===== src/rtl/cracker_pkg.sv =====
// Shared types and constants for the ciphertext feeder and its neighbours.
package cracker_pkg;

    localparam int unsigned CNT_W = 9;

    typedef enum logic [2:0] {
        IDLE,
        LEN,
        LENW,
        STREAM,
        DRAIN
    } feeder_state_t;

endpackage


===== src/rtl/feeder_buf.sv =====
// Circular prefetch buffer: one write port, one registered read port.
// A write to the slot being read in the same cycle is forwarded to rdata.
module feeder_buf #(
    parameter int unsigned DEPTH = 16,
    parameter int unsigned AW    = 4
) (
    input  logic          clk,
    input  logic          clr,
    input  logic          we,
    input  logic [AW-1:0] waddr,
    input  logic [7:0]    wdata,
    input  logic [AW-1:0] raddr,
    output logic [7:0]    rdata
);

    logic [7:0] mem [DEPTH];

    always_ff @(posedge clk) begin
        if (we) begin
            mem[waddr] <= wdata;
        end
    end

    always_ff @(posedge clk) begin
        if (clr) begin
            rdata <= 8'd0;
        end else if (we && (waddr == raddr)) begin
            rdata <= wdata;
        end else begin
            rdata <= mem[raddr];
        end
    end

endmodule


===== src/rtl/ct_feeder.sv =====
// Streams a length-prefixed ciphertext from source memory into a prefetch buffer
// and serves it to an arc4 core over the ct_addr/ct_rddata/ct_available/ct_read handshake.
module ct_feeder
    import cracker_pkg::*;
#(
    parameter int unsigned DEPTH = 16,
    parameter int unsigned AW    = $clog2(DEPTH)
) (
    input  logic       clk,
    input  logic       rst_n,
    input  logic       en,
    output logic       rdy,
    input  logic       halt,
    output logic       done,
    output logic [7:0] msg_len,
    output logic [7:0] src_addr,
    input  logic [7:0] src_rddata,
    input  logic [7:0] ct_addr,
    output logic [7:0] ct_rddata,
    output logic       ct_available,
    input  logic       ct_read
);

    feeder_state_t    state;
    logic [CNT_W-1:0] iss_cnt;
    logic [CNT_W-1:0] wr_cnt;
    logic [CNT_W-1:0] rd_cnt;
    logic [CNT_W-1:0] wr_cnt_next;
    logic [CNT_W-1:0] len_p1;
    logic [CNT_W-1:0] addr_ext;
    logic [7:0]       src_addr_q;
    logic             clear;
    logic             busy;
    logic             wr_en;
    logic             issue;
    logic             rd_acc;

    always_comb begin
        clear       = !rst_n || halt;
        busy        = (state != IDLE);
        rdy         = (state == IDLE);
        len_p1      = {1'b0, msg_len} + CNT_W'(1);
        addr_ext    = {1'b0, ct_addr};
        // At most one read is ever in flight, so a gap between issued and written means data is due.
        wr_en       = ((state == LENW) || (state == STREAM)) && (iss_cnt != wr_cnt);
        wr_cnt_next = wr_cnt + CNT_W'(wr_en);
        issue       = (state == LEN) ||
                      ((state == STREAM) && (iss_cnt < len_p1) &&
                       ((iss_cnt - rd_cnt) < CNT_W'(DEPTH)));
        rd_acc      = busy && ct_read && (rd_cnt < wr_cnt);
        // Hold the last issued address between issues so the bus stays quiet.
        src_addr    = issue ? iss_cnt[7:0] : src_addr_q;
    end

    always_ff @(posedge clk) begin
        if (clear) begin
            state        <= IDLE;
            iss_cnt      <= '0;
            wr_cnt       <= '0;
            rd_cnt       <= '0;
            msg_len      <= 8'd0;
            done         <= 1'b0;
            src_addr_q   <= 8'd0;
            ct_available <= 1'b0;
        end else begin
            if (issue) begin
                iss_cnt    <= iss_cnt + CNT_W'(1);
                src_addr_q <= iss_cnt[7:0];
            end
            if (wr_en) begin
                wr_cnt <= wr_cnt_next;
            end
            if (rd_acc) begin
                rd_cnt <= rd_cnt + CNT_W'(1);
            end
            ct_available <= busy && (addr_ext >= rd_cnt) && (addr_ext < wr_cnt_next);

            unique case (state)
                IDLE: begin
                    if (en) begin
                        state   <= LEN;
                        iss_cnt <= '0;
                        wr_cnt  <= '0;
                        rd_cnt  <= '0;
                        done    <= 1'b0;
                    end
                end
                LEN: begin
                    state <= LENW;
                end
                LENW: begin
                    msg_len <= src_rddata;
                    state   <= (src_rddata == 8'd0) ? DRAIN : STREAM;
                end
                STREAM: begin
                    if (wr_cnt_next == len_p1) begin
                        state <= DRAIN;
                    end
                end
                DRAIN: begin
                    if (rd_cnt == len_p1) begin
                        done  <= 1'b1;
                        state <= IDLE;
                    end
                end
                default: begin
                    state <= IDLE;
                end
            endcase
        end
    end

    feeder_buf #(
        .DEPTH(DEPTH),
        .AW   (AW)
    ) u_buf (
        .clk  (clk),
        .clr  (clear),
        .we   (wr_en),
        .waddr(wr_cnt[AW-1:0]),
        .wdata(src_rddata),
        .raddr(ct_addr[AW-1:0]),
        .rdata(ct_rddata)
    );

endmodule


===== config.mk =====
export PLATFORM = sky130hd
export DESIGN_NAME = ct_feeder
export DESIGN_NICKNAME = d
export VERILOG_FILES = /design/src/rtl/cracker_pkg.sv /design/src/rtl/feeder_buf.sv /design/src/rtl/ct_feeder.sv
export SDC_FILE = /design/constraint.sdc
export NUM_CORES = 1
export LEC_CHECK = 0
export CORE_UTILIZATION = 55
export DETAILED_ROUTE_END_ITERATION = 16
export PLACE_DENSITY = 0.74
export SLEW_MARGIN = 20
export SYNTH_ARGS = -nofsm -noshare
export SYNTH_HDL_FRONTEND = slang
export SYNTH_SLANG_ARGS = --single-unit

===== constraint.sdc =====
create_clock -name clk -period 6.35 [get_ports clk]
set_input_delay 1.27 -clock clk [delete_from_list [all_inputs] [get_ports clk]]
set_output_delay 1.27 -clock clk [all_outputs]
set_load 0.005 [all_outputs]

## After elaboration in Yosys (flattened, before gate mapping)

Memories as Yosys holds them, arrays and structs flattened. A register that Yosys moved wholly into a read port is not among the register bits.
Cells that the tools add are included.

- Memories: 1
- Register bits after elaboration: 48
- Logic and storage cells: 66
- Bits of input ports: 21
- Output and inout port bits: 27
- Memory bits (writable): 128

Memories:

| name | depth | width | read ports | clocked after Yosys merged registers in | write ports | line | source |
|---|---|---|---|---|---|---|---|
| u_buf.mem | 16 | 8 | 1 | 1 | 1 | feeder_buf.sv:16 | `logic [7:0] mem [DEPTH];` |

- $lt $le $gt $ge: 5
- Add/sub/neg operators: 5
- Eq/ne operators: 10
- Multiplexer cells: 20
- Reduce and logical (&&, ||, !) cells: 17

Operator list:

| cell | number |
|---|---|
| two-way mux 9 bit | 9 |
| adder 9 x 1 -> 9 bit, second input constant | 2 |
| equality test 9 bit | 2 |
| < comparator 9 bit | 2 |
| one-hot mux 3 bit (5 select lines) | 1 |
| two-way mux 3 bit | 4 |
| adder 8 x 1 -> 9 bit, second input constant | 1 |
| adder 9 x 1 -> 9 bit | 1 |
| >= comparator 8 x 9 -> 1 bit | 1 |
| < comparator 8 x 9 -> 1 bit | 1 |
| < comparator 9 x 5 -> 1 bit, second input constant | 1 |
| != test 9 bit | 1 |
| subtractor 9 bit | 1 |
| zero test 8 bit | 1 |
| two-way mux 8 bit | 1 |
| logical AND 1 bit | 7 |
| equality test 3 x 2 -> 1 bit, second input constant | 2 |
| AND reduction 3 bit | 2 |
| two-way mux 1 bit | 4 |
| != test 2 bit, second input constant | 2 |
| equality test 3 x 1 -> 1 bit, second input constant | 1 |
| equality test 3 bit, second input constant | 1 |
| zero test 3 bit | 1 |
| logical OR 1 bit | 3 |
| other kinds (5) | 5 |

## Logic depth before layout (Yosys ltp)

- Depth after elaboration: 8
- Gate-level depth with buffers: 14

## By module

Synthesis repeated with hierarchy kept, for this count alone.

- Cells, all modules: 687
- Area, all modules: 8997.4 um2

Modules (own cells, without submodules):

| module | area each (um2) | times used | cells an instance |
|---|---|---|---|
| feeder_buf | 5301.3 | 1 | 248 |
| ct_feeder | 3696.0 | 1 | 439 |

## Least setup slack after synthesis

No wires, ideal clock.

- Path kind: register to output
- Start point: register msg_len[0]
- End point: output port src_addr[4]
- Data required time: 5.080 ns
- Data arrival time: 2.846 ns
- Buffers on the path: 3
- Setup slack: 2.234 ns
- Stages on the path, launching flop included: 14
- Cell sequence: dfxtp_1 clkbuf_1 nand2_1 or3_1 and2_1 ha_1 nand4_1 nand3_1 o211ai_1 o2111ai_1 o41a_1 buf_6 buf_8 mux2_4

- Longest elaborated chain between the ends: 6

RTL lines:

| item | line | source |
|---|---|---|
| start: declaration | ct_feeder.sv:15 | `output logic [7:0] msg_len,` |
| start signal: assignment | ct_feeder.sv:92 | `msg_len <= src_rddata;` |
| adder 8 x 1 -> 9 bit | ct_feeder.sv:42 | `len_p1 = {1'b0, msg_len} + CNT_W'(1);` |
| < comparator 9 bit | ct_feeder.sv:48 | `((state == STREAM) && (iss_cnt < len_p1) &&` |
| logical AND 1 bit (2 in a row) | ct_feeder.sv:48 |  |
| logical OR 1 bit | ct_feeder.sv:47 | `issue = (state == LEN) \|\|` |
| two-way mux 8 bit | - |  |
| end: declaration | ct_feeder.sv:16 | `output logic [7:0] src_addr,` |

No other way between the ends.

## Worst setup path in the final report

Same ends and word-level chain as after synthesis.

==> metrics.csv <==
metric,value,unit
status,completed,
ctsHtreeMaxLevel,4,
core_area,15900,um2
port_buffers,47,
synthesis.area_per_instance,13.3,um2
dieHeight,129,um
first_global_vias,5643,
sw_frac_of_total,23.9,%
fmax,0.187,GHz
routed_wire_length_per_instance,21.5,um
unrepaired_setup_endpoints_after_global_routing,false,
max_cap_violations,0,
finalHoldViolCount,0,
post_cts_resize_count,0,
synth_ff_type,edfxtp_1,
synth.lib_cells_used.distinct,58,
routabilityCongestion,0.816,
worstPathRequired,5.08,ns
total_switching_power,0.000591,W
fp-row-count,46,
grt_first_pass_wirelength,31800,um
ratio_of_cells_with_drive_above_1_in_the_final_layout,13.8,%
die_area,16800,um2
cts_root_buffer,clkbuf_16,
final.period_utilization,84.4,%
power_per_cell_area,241,nW/um2
critPathCaptureType,primary output,
netlist_area,8930,um2
total_leakage_power,3.51,nW
synth.yosys.seq_area_share,55.6,%
final_common_cell,edfxtp_1,
dpl-instance-area,9620,um2
postSynthCellCount,670,
clk-insertion-delay-late,0.44,ns
crit_type,register to primary output,
clock_path_buffers,2,
synth-async-reset-ratio,0,%
dp_hpwl,14300,um
worstMarginPinSlew,0.905,ns
register_area,4960,um2
grt_max_degree,36,
layout_min_cycle_time,5.36,ns
pin_count,48,
layout.cells.most_common_list,"edfxtp_1 (128), nor2_1 (59), dfxtp_1 (56)",
final.fill_count,1211,
dr_total_vias,5751,
start_kind,register,
tritoncts_buffer_count,17,
grt_antenna_before_repair,0,
synth_edf_count,128,
global_route.usage.total,26.3,%
gr-total-overflow,0,
nNetsFinal,783,
flow.area_growth_from_synthesis,14.5,%
cts_setup_buffers,0,
drt-initial-drc-count,442,
final_design_area_no_fill,10200,um2
internal_power,0.00188,W
routed_wirelength,20400,um
crit_path_max_fanout,16,
net_count_after_synthesis,734,
detailed_routing_iterations_pass_1,5,
fin_tns_setup,0,ns
num_antenna_cells,0,
setup_viol_count_final,0,
holdBufCountCts,0,
ant_nets,0,
synth.ff_latch_count,184,
die-width,129,um
share_comb_of_total_power,5.0,%
tritoncts,done,
clockPowerShare,43.0,%
timing.clock.skew,0.0124,ns
worstPathArrival,4.09,ns
initial_utilization,56.2,%
report.final.slew_viol_count,0,
max-vdd-ir-drop,189,uV
max_slew_headroom,39.7,%
yosysWarnings,0,
cts.sink_count,184,
timing.hold.worst.class,register to register,
remaining_drc_errors,0,
sequential_power_share,52.0,%
multiInputGateArea,3750,um2
avgViaCountPerCell,6.07,
clk_pin_slew,0.08,ns
layer usage:
| metal | GRT usage (%) | part of all wire (%) | wire [um] | vias to the layer above |
|---|---|---|---|---|
| met4 | 7.32 | 0.83 | 170 | 0 |
| met1 | 37.1 | 46 | 9400 | 2881 |
| met5 | 0 | 0 | 0 | - |
| met3 | 6.03 | 6.5 | 1320 | 18 |
| li1 | - | - | - | 2661 |
| met2 | 41.2 | 47 | 9520 | 191 |
flip-flops by register name, summed over array words and instances (netlist names), 3 cells and up:
signal and cells:
u_buf.mem 128, iss_cnt 9, rd_cnt 9, wr_cnt 9, msg_len 8, src_addr_q 8
u_buf.rdata 8, state 3
cells by family after synthesis:
| family | after synthesis | share of synthesized area [%] |
|---|---|---|
| compound gates | 88 | 6.75 |
| xor+xnor | 48 | 4.86 |
| fa+ha+maj | 43 | 6.02 |
| buf+inv | 50 | 2.44 |
| flops | 184 | 55.6 |
| mux | 68 | 13.4 |
| simple gates | 189 | 10.9 |
worst paths after layout:
path / from / end / slack, ns / depth (start not counted)
hold reg to reg: done / done / 0.50 / 2
setup reg to reg: iss_cnt[0] / state[1] / 2.40 / 11
setup / recovery: msg_len[0] / src_addr[4] / 0.99 / 11
hold / removal: done / done / 0.50 / 2
per-stage QoR:
step           std cells  total power [W]  setup WS [ns]  hold WS (ns)  utilization (%)
5_1_grt              948          0.00254          0.677         0.536             64.4
4_1_cts              948          0.00248          0.987         0.504             64.4
3_3_place_gp         916          0.00143           1.59         0.488             60.5
3_5_place_dp         916          0.00144           1.46         0.492             60.5
2_1_floorplan        670          0.00138           2.23         0.484                -
6_report             948          0.00247          0.993         0.497             64.4
power by group through the flow:
stage / clock network (W) / logic, W / registers [W]
after floorplan: 0 / 0.0000688 / 0.00131
after global placement: 0 / 0.000119 / 0.00131
after detailed placement: 0 / 0.000123 / 0.00131
after CTS: 0.00107 / 0.000123 / 0.00128
after global routing: 0.00112 / 0.000132 / 0.00129
final: 0.00106 / 0.000122 / 0.00129
Yosys cell counts (3+ instances only):
cell | n | share of area [%]
and3_1 | 4 | 0.28
o31ai_1 | 3 | 0.25
o21ai_0 | 15 | 0.84
or4_1 | 5 | 0.42
a21o_1 | 9 | 0.76
nand4_1 | 9 | 0.63
nand3b_1 | 3 | 0.25
o211ai_1 | 5 | 0.42
nand2b_1 | 8 | 0.56
nor3_1 | 16 | 0.90
nor2b_1 | 8 | 0.56
mux2i_1 | 20 | 2.2
a211oi_1 | 6 | 0.50
nand2_1 | 26 | 1.1
xor2_1 | 21 | 2.1
nand4b_1 | 3 | 0.29
a31oi_1 | 3 | 0.21
a21oi_1 | 27 | 1.5
dfxtp_1 | 56 | 13
mux4_2 | 40 | 10
edfxtp_1 | 128 | 43
nor2_1 | 59 | 2.5
o21a_1 | 4 | 0.34
clkbuf_1 | 19 | 0.80
mux2_2 | 6 | 0.76
buf_1 | 4 | 0.17
nor4_1 | 5 | 0.35
nand3_1 | 20 | 1.1
and2_1 | 3 | 0.21
inv_1 | 21 | 0.88
ha_1 | 43 | 6.0
or3_1 | 10 | 0.70
xnor2_1 | 26 | 2.5
worst max-delay path, cell delays in order, from the launching register on:
cell and delay, ns:
dfxtp_1 0.54, ha_1 0.31, nand3_1 0.12, xor2_1 0.36, ha_1 0.33, nand4_1 0.10, nand3_1 0.08, o211ai_1 0.16
o2111ai_1 0.18, o41a_1 0.62, mux2_4 0.40, clkdlybuf4s50_1 0.45
final cells by class:
type,count,area share [%]
clock buffer,17,4.16
multi-input combinational,436,36.6
sequential,184,48.5
timing repair buffer,59,5.43
clock inverter,15,1.81
inverter,21,0.771
tap,216,2.64
No activity file was read; power rests on OpenSTA's default activity.
